## config.mk

```make
export PLATFORM = sky130hd
export DESIGN_NAME = amplifier_bank_ramped
export DESIGN_NICKNAME = d
export VERILOG_FILES = /design/src/rtl/amplifier_bank_ramped.sv
export SDC_FILE = /design/constraint.sdc
export NUM_CORES = 2
export LEC_CHECK = 0
export ABC_AREA = 1
export CAP_MARGIN = 25
export CORE_ASPECT_RATIO = 1.1
export CORE_MARGIN = 3
export CORE_UTILIZATION = 35
export CTS_CLUSTER_DIAMETER = 100
export DETAILED_ROUTE_END_ITERATION = 12
export MAX_ROUTING_LAYER = met4
export SLEW_MARGIN = 20
export SYNTH_ARGS = -nofsm -noshare
export SYNTH_HDL_FRONTEND = slang
export SYNTH_SLANG_ARGS = --single-unit
```

## constraint.sdc

```tcl
create_clock -name clk -period 16.94 [get_ports clk]
set_input_delay 1.694 -clock clk [delete_from_list [all_inputs] [get_ports clk]]
set_output_delay 1.694 -clock clk [all_outputs]
set_load 0.01 [all_outputs]
```

## src/rtl/amplifier_bank_ramped.sv

```systemverilog
// Ramped per-channel gain stage: one signed sample is scaled by NUMBER_OF_FILTERS
// independently ramping gains, rounded/saturated, and delivered through a
// two-stage valid/ready pipeline with sticky per-channel saturation flags.
module amplifier_bank_ramped #(
  parameter int NUMBER_OF_FILTERS = 8,
  parameter int GAIN_BITS         = 8,
  parameter int GAIN_FRAC_BITS    = 4,
  parameter int FILTER_IN_BITS    = 16,
  parameter int RAMP_STEP         = 1
) (
  input  logic                                        clk,
  input  logic                                        rst_n,
  input  logic                                        en,
  input  logic                                        round_en,
  input  logic                                        gain_load,
  input  logic [NUMBER_OF_FILTERS*GAIN_BITS-1:0]      gains_target,
  input  logic                                        in_valid,
  output logic                                        in_ready,
  input  logic [FILTER_IN_BITS-1:0]                   filter_in,
  output logic                                        out_valid,
  input  logic                                        out_ready,
  output logic [NUMBER_OF_FILTERS*FILTER_IN_BITS-1:0] amplified_filter_ins,
  output logic                                        ramping,
  input  logic                                        sat_clear,
  output logic [NUMBER_OF_FILTERS-1:0]                sat_flags
);

  localparam int N   = NUMBER_OF_FILTERS;
  localparam int GB  = GAIN_BITS;
  localparam int FIB = FILTER_IN_BITS;
  localparam int PW  = FIB + GB;

  localparam logic signed [GB-1:0] UNITY  = GB'(1 << GAIN_FRAC_BITS);
  localparam logic signed [GB:0]   STEP_W = (GB+1)'(RAMP_STEP);
  localparam logic signed [PW:0]   HALF   = (PW+1)'((1 << GAIN_FRAC_BITS) >> 1);
  localparam logic signed [PW:0]   MAXV   = (PW+1)'((1 << (FIB-1)) - 1);
  localparam logic signed [PW:0]   MINV   = ~MAXV;

  // Move cur one ramp step toward tgt, landing exactly on tgt when close.
  function automatic logic signed [GB-1:0] ramp_step(input logic signed [GB-1:0] cur,
                                                      input logic signed [GB-1:0] tgt);
    logic signed [GB:0] c_w, t_w, diff, nxt;
    c_w  = {cur[GB-1], cur};
    t_w  = {tgt[GB-1], tgt};
    diff = t_w - c_w;
    if (diff > STEP_W)       nxt = c_w + STEP_W;
    else if (diff < -STEP_W) nxt = c_w - STEP_W;
    else                     nxt = t_w;
    ramp_step = nxt[GB-1:0];
  endfunction

  // Full-precision product, optional half-LSB rounding, then drop the fraction.
  function automatic logic signed [PW:0] round_shift(input logic signed [FIB-1:0] x,
                                                      input logic signed [GB-1:0]  g,
                                                      input logic                  rnd);
    logic signed [PW-1:0] prod;
    logic signed [PW:0]   sum;
    prod = PW'(x) * PW'(g);
    sum  = {prod[PW-1], prod};
    if (rnd) sum = sum + HALF;
    round_shift = sum >>> GAIN_FRAC_BITS;
  endfunction

  // Clamp to the sample range; the MSB of the result reports clipping.
  function automatic logic [FIB:0] saturate(input logic signed [PW:0] v);
    if (v > MAXV)      saturate = {1'b1, MAXV[FIB-1:0]};
    else if (v < MINV) saturate = {1'b1, MINV[FIB-1:0]};
    else               saturate = {1'b0, v[FIB-1:0]};
  endfunction

  logic                  advance, accept;
  logic                  vld_p1_q, vld_p1_d, vld_p2_q, vld_p2_d;
  logic signed [GB-1:0]  cur_gain_q [N];
  logic signed [GB-1:0]  cur_gain_d [N];
  logic signed [GB-1:0]  tgt_gain_q [N];
  logic signed [GB-1:0]  tgt_gain_d [N];
  logic signed [FIB-1:0] samp_p1_q, samp_p1_d;
  logic                  en_p1_q, en_p1_d, rnd_p1_q, rnd_p1_d;
  logic signed [GB-1:0]  gain_p1_q [N];
  logic signed [GB-1:0]  gain_p1_d [N];
  logic signed [FIB-1:0] calc_res [N];
  logic                  calc_sat [N];
  logic signed [FIB-1:0] res_p2_q [N];
  logic signed [FIB-1:0] res_p2_d [N];
  logic [N-1:0]          sat_flags_q, sat_flags_d;

  // Stage 1 -> stage 2 arithmetic: scale, round and clip every channel (bypass passes through).
  always_comb begin
    for (int k = 0; k < N; k++) begin
      calc_sat[k] = 1'b0;
      calc_res[k] = samp_p1_q;
      if (en_p1_q) {calc_sat[k], calc_res[k]} = saturate(round_shift(samp_p1_q, gain_p1_q[k], rnd_p1_q));
    end
  end

  // Handshake, gain ramp, pipeline next-state and sticky flag logic.
  always_comb begin
    advance     = !vld_p2_q || out_ready;
    accept      = in_valid && advance;
    vld_p1_d    = vld_p1_q;
    vld_p2_d    = vld_p2_q;
    samp_p1_d   = samp_p1_q;
    en_p1_d     = en_p1_q;
    rnd_p1_d    = rnd_p1_q;
    sat_flags_d = sat_clear ? '0 : sat_flags_q;
    if (advance) begin
      vld_p1_d = accept;
      vld_p2_d = vld_p1_q;
    end
    if (accept) begin
      samp_p1_d = filter_in;
      en_p1_d   = en;
      rnd_p1_d  = round_en;
    end
    for (int k = 0; k < N; k++) begin
      gain_p1_d[k]  = accept ? cur_gain_q[k] : gain_p1_q[k];
      cur_gain_d[k] = (accept && en) ? ramp_step(cur_gain_q[k], tgt_gain_q[k]) : cur_gain_q[k];
      tgt_gain_d[k] = gain_load ? gains_target[k*GB +: GB] : tgt_gain_q[k];
      res_p2_d[k]   = res_p2_q[k];
      if (advance && vld_p1_q) begin
        res_p2_d[k] = calc_res[k];
        if (calc_sat[k]) sat_flags_d[k] = 1'b1;
      end
    end
  end

  // Control, gain and output registers; reset returns to unity gain and an empty pipe.
  always_ff @(posedge clk or negedge rst_n) begin
    if (!rst_n) begin
      vld_p1_q    <= 1'b0;
      vld_p2_q    <= 1'b0;
      sat_flags_q <= '0;
      for (int k = 0; k < N; k++) begin
        cur_gain_q[k] <= UNITY;
        tgt_gain_q[k] <= UNITY;
        res_p2_q[k]   <= '0;
      end
    end else begin
      vld_p1_q    <= vld_p1_d;
      vld_p2_q    <= vld_p2_d;
      sat_flags_q <= sat_flags_d;
      for (int k = 0; k < N; k++) begin
        cur_gain_q[k] <= cur_gain_d[k];
        tgt_gain_q[k] <= tgt_gain_d[k];
        res_p2_q[k]   <= res_p2_d[k];
      end
    end
  end

  // Stage 1 data registers; qualified by vld_p1_q so they need no reset.
  always_ff @(posedge clk) begin
    samp_p1_q <= samp_p1_d;
    en_p1_q   <= en_p1_d;
    rnd_p1_q  <= rnd_p1_d;
    for (int k = 0; k < N; k++) gain_p1_q[k] <= gain_p1_d[k];
  end

  // Any channel still moving toward its target.
  always_comb begin
    ramping = 1'b0;
    for (int k = 0; k < N; k++) if (cur_gain_q[k] != tgt_gain_q[k]) ramping = 1'b1;
  end

  for (genvar k = 0; k < N; k++) begin : g_out
    assign amplified_filter_ins[k*FIB +: FIB] = res_p2_q[k];
  end

  assign in_ready  = advance;
  assign out_valid = vld_p2_q;
  assign sat_flags = sat_flags_q;

endmodule

```

# [Word-level counts from Yosys, hierarchy flattened]
# Memory sizes are Yosys's and may differ from the RTL's.
# Cells that the tools add are included.
[totals] register_bits=284 ram_bits=64 in_bits=88 n_memories=1
[mem_list] memory="gain_p1_q" depth=8 width=8 read_ports=8 rd_clocked_by_memory_dff=0 write_ports=8 line_no="79" text="logic signed [GB-1:0] gain_p1_q [N];"
[op_classes] addsub=32 n_mul=8 n_lt_le_gt_ge=32 eq_ne=8 n_mux=97 n_reduce_logical=5
[ops] op="$mux W25" count=16
[ops] op="$mux W17" count=16
[ops] op="$add A24 B5 Y25 const B" count=8
[ops] op="$mux W8" count=25
[ops] op="$mul A16 B8 Y24" count=8
[ops] op="$gt A21 B16 Y1 const B" count=8
[ops] op="$lt A21 B16 Y1 const B" count=8
[ops] op="$mux W16" count=8
[ops] op="$gt A9 B2 Y1 const B" count=8
[ops] op="$lt A9 B1 Y1 const B" count=8
[ops] op="$sub A8 B8 Y9" count=8
[ops] op="$add A8 B2 Y8 const B" count=8
[ops] op="$ne A8 B8 Y1" count=8
[ops] op="$sub A8 B2 Y8 const B" count=8
[ops] op="$mux W1" count=32
[ops] op="$logic_and A1 B1 Y1" count=3
[ops] op="$logic_not A1 Y1" count=1
[ops] op="$logic_or A1 B1 Y1" count=1

# [Logic depth before layout (Yosys ltp)]
# An unclocked memory read counts as a cell.
[depth] ltp_word=11 ltp_mapped=37 ltp_nobuf=34

# [Worst setup path before layout]
# Ideal clock, no wire load.
[synth_path] kind="reg-to-reg" start="register samp_p1_q[3]" end="register res_p2_q (netlist bit amplified_filter_ins[14])" setup_ns=0.117 arrival_ns=5.325 required_time_ns=16.823 setup_slack_ns=11.497 path_stages_with_launch=32 path_buffers=3 period_less_slack_ns=5.443 cell_sequence="edfxtp_1 > clkbuf_1 > clkbuf_1 > nor2_1 > fa_1 > fa_1 > fa_1 > inv_1 > fa_1 > inv_1 > ha_1 > nand2_1 > inv_1 > a21oi_1 > nand2_1 > nand2_1 > nand2_1 > nand2_1 > nand2_1 > nor2_1 > nand3_1 > nor2_2 > nand3_1 > nand2_1 > nand2_1 > nor2_1 > nand3_1 > nand2_2 > buf_6 > nand3_1 > nand2_1 > nand2_1"
[synth_between] elab_chain_cells=8 word_cells_on_any_way=9
[synth_lines] item="start: declaration" line_no="77" text="logic signed [FIB-1:0] samp_p1_q, samp_p1_d;"
[synth_lines] item="start signal: assignment" line_no="152" text="samp_p1_q <= samp_p1_d;"
[synth_lines] item="$mul A16 B8 Y24 *" line_no="58" text="prod = PW'(x) * PW'(g);"
[synth_lines] item="$add A24 B5 Y25" line_no="60" text="if (rnd) sum = sum + HALF;"
[synth_lines] item="$mux W25 *" line_no="60"
[synth_lines] item="$mux W25 *" line_no="92" text="if (en_p1_q) {calc_sat[k], calc_res[k]} = saturate(round_shift(samp_p1_q, gain_p1_q[k], rnd_p1_q));"
[synth_lines] item="$lt A21 B16 Y1" line_no="67" text="else if (v < MINV) saturate = {1'b1, MINV[FIB-1:0]};"
[synth_lines] item="$mux W17" line_no="67"
[synth_lines] item="$mux W17 *" line_no="66" text="if (v > MAXV) saturate = {1'b1, MAXV[FIB-1:0]};"
[synth_lines] item="$mux W16 *" line_no="92"
[synth_lines] item="end signal: indexed assignment" line_no="145" text="res_p2_q[k] <= res_p2_d[k];"
[synth_lines] item="end: declaration" line_no="83" text="logic signed [FIB-1:0] res_p2_q [N];"
# Mark *: on every way between the ends. The rest lies on a longest branch, timed or not. The select of a mux whose other input is x is not followed.
# A chain may end at the register's enable or synchronous reset.

# [Worst setup path in the final report]
[layout_path] start="register samp_p1_q[0]" end="register res_p2_q (netlist bit amplified_filter_ins[107])"
# Same word-level chain as after synthesis.

==> flow_summary.toml <==
[layout]
multiInputGateArea_sq_um = 45000
seqCellArea_sq_um = 9140
layoutNonFillerInstCount = 11629
fin_area_sq_um = 70500
n_fill_cell = 19198
syn2layout_area_growth_pct = 9.99
drive_gt1_share_pct = 3.67
num-nets-final = 10521

[worst_hold_path]
hp-class = "flop to flop"
holdPathStages = 0

[drt]
drc_errors = 0
routed_via_density = 4.81
ant_nets = 0
dr.pass1.iters = 6
avgRoutedWirePerCell_um = 17.0
drtIter0Drc = 3808
vias = 55892
wirelength_mm = 198

[logic_synthesis]
muxShareOfSynthArea_pct = 0.773
async_reset_ff_share_pct = 76.4
synth_compound_area_share_pct = 4.57
yosys.area_share.simple_pct = 25.8
synthCells = 9127
synth_xor_area_share_pct = 4.49
ys_seq_elements = 348
ys_warn_count = 0
synth_area_sq_um = 64100
synthDistinctLibCells = 66
synth_adder_area_share_pct = 34.4
ys_seq_area_share_pct = 14.3
synthFlopType = "dfrtp_1"
synth_top_family_by_area = "adder cells"
avgSynthCellArea_sq_um = 7.02
synth_edf_count = 82
syn_nets = 10479

[clocking]
clock_latency_ns = 0.69
htree_levels = 2
cts_inserted_buffers = 51
cts_tree = "done"
postCtsSetupBuffers = 0
cts_sinks = 348
ctsResizeCount = 0
clockBufferDepth = 3
root_buffer = "clkbuf_16"
postCtsHoldBufs = 0
clk_pin_slew_worst_paths_ns = 0.06

[critical_path]
cp_slowest_cell = "clkinv_1"
startpoint_type = "flop"
max_stage_delay_ns = 0.84
cp.arrival_ns = 7.61
path_max_fanout = 49
cp-end-kind = "flop"
r2r_cells = 29
cp_common_cell = "nand2_1"
crit_type = "flop to flop"
cp-startpoint = "samp_p1_q[0]$_DFFE_PP_"
cp.required_ns = 17.49
ff2ff_setup_slack_ns = 9.89
reg2reg_to = "amplified_filter_ins[107]$_DFFE_PN0P_"
endpoint = "amplified_filter_ins[107]$_DFFE_PN0P_"
r2r-start = "samp_p1_q[0]$_DFFE_PP_"

[die]
die-area_sq_um = 188000
row_count = 164
initial_core_util_pct = 35.2
io_pins = 227
core_area_sq_um = 182000
die_w_um = 414
die_y_um = 455

[timing]
skew_ns = 0.0543
final.period_utilization_pct = 41.6
worst_pin_slew_ns = 1.10
rsz0062_at_grt = "false"
maxSlewViolCount = 0
setup_tns_ns = 0
fmax_mhz = 142
max_slew_margin_pct = 26.9
finalCriticalPeriod_ns = 7.05
setup_viol_count_final = 0
hold_viol_final = 0

[run]
maxCapViolCount = 0

[placed_design]
place_area_sq_um = 68600
io_buffer_count = 226
gp_congestion = 0.920
hpwlAfterDp_mm = 153
dp_cells = 11519

[global_route]
antenna_found_initial = 8
grt_util_all_layers_pct = 21.9
grt_overflow_total = 0
grt_pass1_wl_mm = 316
grt_max_degree = 143
grt_pass1_vias = 56907

[run_status]
status = "finished, final reports clean"
-- cell usage after synthesis (14+ instances only) --
master	count	area, sq um
mux2_2	44	495
nor2_1	482	1810
nand3_1	470	2350
nor3_1	75	375
nand3b_1	35	263
buf_1	37	139
nand2_2	33	206
nand3_2	17	170
clkbuf_1	225	845
o21ai_0	174	871
nor2_2	22	138
inv_2	14	52.6
edfxtp_1	82	2460
nand4_1	115	719
ha_1	432	5410
fa_1	832	16700
inv_1	2321	8710
xnor2_1	86	753
nand2_1	2675	10000
a21oi_1	264	1320
dfstp_2	16	420
o211ai_1	32	240
xor2_1	239	2090
dfrtp_1	250	6260
-- registers in the layout, indices dropped and copies added, names as in the netlist --
name                  count
samp_p1_q                16
vld_p1_q                  1
cur_gain_q               64
tgt_gain_q               64
en_p1_q                   1
gain_p1_q                64
rnd_p1_q                  1
sat_flags                 8
amplified_filter_ins    128
out_valid                 1
-- critical path: cells and delay by family (launching register included) --
family	cells	cell delay, ns
buffers and inverters	4	1.63
DFF	1	0.33
adders and majority gates	5	2.40
and+or+nand+nor	20	2.53
-- cells in the final DEF, fill, tap and decap left out, types with 174 or more instances in the layout --
cell type	n
nand3_1	470
o21ai_0	174
clkdlybuf4s50_1	224
inv_1	2319
nand2_1	2674
ha_1	432
nor2_1	468
fa_1	832
dfrtp_1	250
a21oi_1	262
xor2_1	239
-- how the worst min path moves through the flow --
stage / from / to / slack [ns]
after floorplan: cur_gain_q[42]$_DFFE_PN0P_ / gain_p1_q[0][18]$_DFFE_PP_ / 0.42
after global placement: cur_gain_q[55]$_DFFE_PN0P_ / gain_p1_q[0][15]$_DFFE_PP_ / 0.44
after detailed placement: cur_gain_q[55]$_DFFE_PN0P_ / gain_p1_q[0][15]$_DFFE_PP_ / 0.44
after CTS: cur_gain_q[55]$_DFFE_PN0P_ / gain_p1_q[0][15]$_DFFE_PP_ / 0.45
after global routing: cur_gain_q[55]$_DFFE_PN0P_ / gain_p1_q[0][15]$_DFFE_PP_ / 0.47
final: cur_gain_q[55]$_DFFE_PN0P_ / gain_p1_q[0][15]$_DFFE_PP_ / 0.45
-- logic make-up (layout without fill, tap and decap cells) --
logic type      after synthesis  in the layout
other cells                   0             11
buf+inv                    2632           2716
simple gates               3980           3980
flops                       348            348
compound gates              532            532
fa+ha+maj                  1264           1264
mux                          44             44
xor+xnor                    327            327
-- cell type report --
type | instances | area share [%]
multi-input combinational | 6147 | 63.8
sequential | 348 | 13.0
inverter | 2345 | 12.5
tap | 2407 | 4.27
timing repair buffer | 276 | 3.90
clock buffer | 61 | 1.94
clock inverter | 34 | 0.550
antenna | 11 | 0.0391
-- layer usage --
| layer | global-route usage [%] | vias up | routed length [um] |
|---|---|---|---|
| met3 | 3.10 | 245 | 12000 |
| met5 | - | - | 0 |
| met4 | 8.19 | 0 | 8310 |
| met2 | 34.2 | 1469 | 88700 |
| met1 | 28.7 | 27046 | 88800 |
| li1 | - | 27132 | - |
-- through the flow --
step	hold WS (ns)	worst slack (ns)	utilization (%)
5_1_grt	0.465	9.43	38.8
6_report	0.454	9.89	38.8
2_1_floorplan	0.423	11.50	-
3_3_place_gp	0.435	10.02	37.7
4_1_cts	0.454	9.86	38.7
3_5_place_dp	0.438	9.87	37.7
Power is not shown: default switching activity piles up to over one toggle a cycle in this logic, so the estimate is an artifact.
